--- src/rtl/spi_bus_master.sv ---
// Active SPI initiator: drives SS/SCLK/MOSI and samples MISO in host-commanded chunks.
// SS is active-high, MSB first, MOSI changes on SCLK fall, MISO captured on SCLK rise.
module spi_bus_master #(
  parameter int BUF_SIZE         = 9,
  parameter int CHUNK_SIZE_WIDTH = $clog2(BUF_SIZE + 1),
  parameter int SCLK_DIV         = 4,
  parameter int SS_GUARD         = 4
) (
  input  logic                        sys_clk,
  input  logic                        rst,
  input  logic                        cmd_start,
  input  logic                        cmd_next_chunk,
  input  logic                        cmd_finish,
  input  logic [CHUNK_SIZE_WIDTH-1:0] next_chunk_size,
  input  logic [BUF_SIZE-1:0]         mosi_data,
  input  logic                        miso_in,
  output logic                        sclk_out,
  output logic                        ss_out,
  output logic                        mosi_out,
  output logic                        comm_active,
  output logic                        bus_ready,
  output logic [BUF_SIZE-1:0]         miso_data
);

  localparam int DIV_W   = $clog2(SCLK_DIV + 1);
  localparam int GUARD_W = $clog2(SS_GUARD + 1);
  localparam int BIT_W   = $clog2(BUF_SIZE + 1);

  typedef enum logic [2:0] {IDLE, SS_SETUP, READY, SHIFT, SS_HOLD} state_t;

  state_t               state_reg, state_next;
  logic [GUARD_W-1:0]   guard_reg, guard_next;
  logic [DIV_W-1:0]     div_reg, div_next;
  logic [BIT_W-1:0]     bits_reg, bits_next;
  logic                 sclk_reg, sclk_next;
  logic                 ss_reg, ss_next;
  logic [BUF_SIZE-1:0]  tx_reg, tx_next;
  logic [BUF_SIZE-1:0]  rx_reg, rx_next;
  logic [BIT_W-1:0]     chunk_len;
  logic [BUF_SIZE-1:0]  tx_load;

  // Oversized chunk requests are clamped to the buffer size.
  assign chunk_len = (32'(next_chunk_size) > BUF_SIZE) ? BIT_W'(BUF_SIZE) : BIT_W'(next_chunk_size);
  // Left-align the chunk so the next outgoing bit is always the top bit of tx_reg.
  assign tx_load   = mosi_data << (BIT_W'(BUF_SIZE) - chunk_len);

  always_ff @(posedge sys_clk) begin
    if (rst) begin
      state_reg <= IDLE;
      guard_reg <= '0;
      div_reg   <= '0;
      bits_reg  <= '0;
      sclk_reg  <= 1'b0;
      ss_reg    <= 1'b0;
      tx_reg    <= '0;
      rx_reg    <= '0;
    end else begin
      state_reg <= state_next;
      guard_reg <= guard_next;
      div_reg   <= div_next;
      bits_reg  <= bits_next;
      sclk_reg  <= sclk_next;
      ss_reg    <= ss_next;
      tx_reg    <= tx_next;
      rx_reg    <= rx_next;
    end
  end

  always_comb begin
    state_next = state_reg;
    guard_next = guard_reg;
    div_next   = div_reg;
    bits_next  = bits_reg;
    sclk_next  = sclk_reg;
    ss_next    = ss_reg;
    tx_next    = tx_reg;
    rx_next    = rx_reg;
    case (state_reg)
      IDLE: begin
        if (cmd_start) begin
          state_next = SS_SETUP;
          ss_next    = 1'b1;
          guard_next = '0;
        end
      end
      SS_SETUP: begin
        if (guard_reg == GUARD_W'(SS_GUARD - 1)) state_next = READY;
        else guard_next = guard_reg + 1'b1;
      end
      READY: begin
        if (cmd_next_chunk) begin
          state_next = SHIFT;
          rx_next    = '0;
          div_next   = '0;
          sclk_next  = 1'b0;
          bits_next  = chunk_len;
          if (chunk_len != '0) tx_next = tx_load;
        end else if (cmd_finish) begin
          state_next = SS_HOLD;
          guard_next = '0;
        end
      end
      SHIFT: begin
        // bits_reg counts SCLK pulses still to complete; zero-length chunks fall straight through.
        if (bits_reg == '0) begin
          state_next = READY;
        end else if (div_reg == DIV_W'(SCLK_DIV - 1)) begin
          div_next  = '0;
          sclk_next = ~sclk_reg;
          if (!sclk_reg) begin
            rx_next = {rx_reg[BUF_SIZE-2:0], miso_in};
          end else begin
            bits_next = bits_reg - 1'b1;
            if (bits_reg == BIT_W'(1)) state_next = READY;
            else tx_next = tx_reg << 1;
          end
        end else begin
          div_next = div_reg + 1'b1;
        end
      end
      SS_HOLD: begin
        if (guard_reg == GUARD_W'(SS_GUARD - 1)) begin
          state_next = IDLE;
          ss_next    = 1'b0;
          tx_next    = '0;
        end else begin
          guard_next = guard_reg + 1'b1;
        end
      end
      default: state_next = IDLE;
    endcase
  end

  assign sclk_out    = sclk_reg;
  assign ss_out      = ss_reg;
  assign comm_active = ss_reg;
  assign mosi_out    = tx_reg[BUF_SIZE-1];
  assign miso_data   = rx_reg;
  assign bus_ready   = !rst && ((state_reg == IDLE) || (state_reg == READY));

endmodule
--- config.mk ---
export PLATFORM = sky130hd
export DESIGN_NAME = spi_bus_master
export DESIGN_NICKNAME = d
export VERILOG_FILES = /design/src/rtl/spi_bus_master.sv
export SDC_FILE = /design/constraint.sdc
export NUM_CORES = 1
export LEC_CHECK = 0
export ABC_AREA = 1
export BUFFER_PORTS_ARGS = -buffer_cell sky130_fd_sc_hd__buf_2
export CORE_MARGIN = 2
export CORE_UTILIZATION = 45
export DETAILED_ROUTE_END_ITERATION = 8
export PLACE_DENSITY = 0.68
export SYNTH_ARGS = -nofsm -noshare
export SYNTH_HDL_FRONTEND = slang
export SYNTH_SLANG_ARGS = --single-unit
--- constraint.sdc ---
create_clock -name sys_clk -period 5.12 [get_ports sys_clk]
set_input_delay 1.28 -clock sys_clk [delete_from_list [all_inputs] [get_ports sys_clk]]
set_output_delay 1.28 -clock sys_clk [all_outputs]
set_load 0.01 [all_outputs]
# == Word-level counts from Yosys, hierarchy flattened ==
# Cells that the tools add are included.
# op_classes
shifts,1
reduce_logical,19
order_cmp,1
n_mux,45
bitwise,1
n_addsub,4
eq_ne,24
# ops
operator,count
$mux 9,11
$mux 3,16
$pmux 9 s3,1
$ne 2x2->1 const B,13
$mux 4,5
$pmux 9 s2,1
$pmux 3 s5,1
$reduce_and 5->1,3
$eq 3x2->1 const B,4
$ne 3x3->1 const B,4
$pmux 3 s3,1
$shl 9x4->9,1
$pmux 4 s2,1
$reduce_and 8->1,1
$reduce_and 7->1,1
$add 3x1->3 const B,2
$pmux 3 s2,1
$reduce_and 3->1,2
$reduce_bool 3->1,2
$mux 1,5
$eq 4x1->1 const B,1
$gt 4x4->1 const B,1
$logic_not 4->1,1
$pmux 1 s2,2
13 further kinds,14
# word_totals
input_bits,19
wordCells,103
regBits,33
output_inout_bits,14

# == Logic depth before layout (Yosys ltp) ==
# depth
word_depth,7
depth_mapped,13
mapped_depth_nobuf,13

# == Worst setup path after synthesis ==
# OpenSTA, ideal clock, no wires.
# synth_timing
path_kind,input to output
startpoint,input rst
endpoint,output bus_ready
arrival_time_ns,1.758
required_time_ns,3.840
setup_slack_ns,2.082
cell_stages,2
path_buffers,1
path_cell_list,buf_1 -> nor2_1
# synth_via
elab_chain_cells,2
# synth_rtl
element,line,source
start: declaration,10,"input logic rst,"
$logic_not 1->1,139,assign bus_ready = !rst && ((state_reg == IDLE) || (state_reg == READY));
$logic_and 1x1->1,139,
end: declaration,21,"output logic bus_ready,"
# Every way passes these cells.

# == Final worst setup path ==
# Ends and elaborated chain as after synthesis.

==> impl_metrics.toml <==
[layout]
layout.nets = 358
diodes = 0
register_area_um2 = 661
layout-drive-gt1-share = 0.266
num-fill-cells = 494
area_growth_pct = 13.6
multi_input_area_um2 = 1270

[floorplanning]
num_rows = 25
start_util = 0.459
die_area_um2 = 5320
io_pins = 33
core_area_um2 = 4660
die_y_um = 72.9
fp.dieW_um = 72.9

[sta]
fmax_mhz = 313
fin_ws_ps = 1920
setup_viol = 0
timing.slew.headroom = 0.647
hold_viol = 0
tns_ps = 0
min_period_ps = 3200
rsz0062_at_grt = "no"
period_share = 0.624
tightest_slew_ps = 529
drv_slew = 0
skew_ps = 7.09

[synthesis]
avgSynthCellArea_um2 = 7.06
synth_area_leaders = "dfxtp_1 (31%), nand2_1 (12%), nand3_1 (8.0%)"
mappedNetlistArea_um2 = 2140
ys_seq_area_frac = 0.309
synth_top_area_frac = 0.309
yosysWarnings = 0
yosys_most_used_dff = "dfxtp_1"
syn_inst = 303
ys_ff_latch = 33
synth-edff-count = 0
synth_nets = 328
async_flop_share = 0
synth.distinct_cells = 35
synth_top_cell_by_area = "dfxtp_1"

[detailed_routing]
via_per_inst = 5.11
ant_nets = 0
wl_per_cell_um = 11.6
first_pass_iters = 4
initialDrtViolationCount = 121
drc = 0
finalWirelength_um = 4520
via_count = 1982

[setup_path]
worstPathRequired_ps = 3840
cp.arrival_ps = 1920
start_kind = "primary input"
worstSetupPathType = "in -> out"
path_max_fanout = 22
endpoint_kind = "output pin"

[cts]
root_buffer = "clkbuf_8"
clk_pin_slew_ps = 70
cts_setup_buffers = 0
htree_levels = 2
clock_path_buffers = 2
clock_latency_ps = 290
postCtsHoldBufs = 0
cts_buffers = 5
cts_tree = "done"
clock-sinks = 33
cts_resized = 0

[grt]
grt_pass1_vias = 1876
grt_usage = 0.185
antenna_found_initial = 0
grt_overflow = 0
grt_pass1_wl_um = 7890
grt_max_degree = 26

[placement]
gpl.final_weighted_congestion = 0.817
dp_hpwl_um = 3350
io_buffers = 32
dp_slack_ps = 1910

[run]
drv_cap = 0

[worst_hold_path]
hp-class = "reg -> reg"

[power]
swShare = 0.420
internal_power_uw = 641
p_leak_uw = 0.00108
combPwrFrac = 0.441
peakVddDrop_mv = 0.186
net-switching-power_uw = 464
p_per_area_nw_per_um2 = 454
p_clk_frac = 0.233
pwr-share-seq = 0.326

[status]
status = "finished, final reports clean"
## final timing paths
path,startpoint,end,slack (ps),cells after the start
max,rst,bus_ready,1920,3
min,tx_reg[1],tx_reg[1],470,2
max reg2reg,state_reg[1],tx_reg[7],2980,11
min reg2reg,tx_reg[1],tx_reg[1],470,2
## worst max-delay path, stage by stage
cell	delay [ps]
buf_2	400
nor2_1	90
buf_2	150
## cell type report
cell class / instances / share of cell area
clock buffers: 7 / 0.0355
clock inverters: 1 / 0.0124
inverters: 37 / 0.0623
multi-input cells: 224 / 0.524
flip-flops and latches: 33 / 0.272
well taps: 54 / 0.0278
repair buffers: 32 / 0.0659
## logic make-up (layout without fill, tap and decap cells)
group | Yosys count | count (layout) | synth area share
flops | 33 | 33 | 0.309
buf+inv | 46 | 77 | 0.0954
compound gates | 66 | 66 | 0.187
fa+ha+maj | 6 | 6 | 0.0351
xor+xnor | 1 | 1 | 0.00410
simple gates | 151 | 151 | 0.370
## routing by layer
layer / wire, um / track usage / share of wire
met4: 44 / 0.0494 / 0.0097
met3: 166 / 0.0428 / 0.037
met1: 2120 / 0.232 / 0.47
met5: 0 / 0 / 0
met2: 2190 / 0.319 / 0.48
## cell usage in the layout (no fill, tap or decap), drive strengths merged
cell,n
a21oi,34
ha,6
o21a,1
dfxtp,33
nand3,46
a211oi,1
buf,32
or2,3
o21ai,25
inv,37
o22ai,2
bufinv,1
o211ai,3
clkbuf,7
nor3,3
xnor2,1
nor2,25
nand2,74
## power groups by stage
stage                     logic [uW]  registers, uW  clock network [uW]
after floorplan                  400            360                   0
after global placement           487            365                   0
after detailed placement         491            365                   0
after CTS                        494            360                 261
after global routing             559            368                 269
final                            487            360                 257
## per-stage QoR
step                      cells  total power [uW]  area (um^2)  hold slack, ps   util
after global placement      380               851         2310             457  0.496
after global routing        388              1200         2430             488  0.521
after detailed placement    380               856         2310             458  0.496
after CTS                   388              1110         2430             468  0.521
final                       388              1100         2430             467  0.521
after floorplan             303               760         2140             443      -
## synthesized netlist by cell type (2+ instances only)
cell type,instances
ha_1,6
inv_1,26
nand2_1,67
buf_2,3
nor3_1,3
nand3_1,34
dfxtp_1,33
nor2_4,3
o22ai_1,2
nand3_2,12
buf_4,3
nand2_2,3
inv_2,9
nand2_4,3
o211ai_1,3
a21oi_1,25
o21ai_1,17
o21ai_0,6
a21oi_2,9
nor2_2,3
or2_1,2
nor2_1,18
Note: power is estimated with default switching activity, not from simulation.
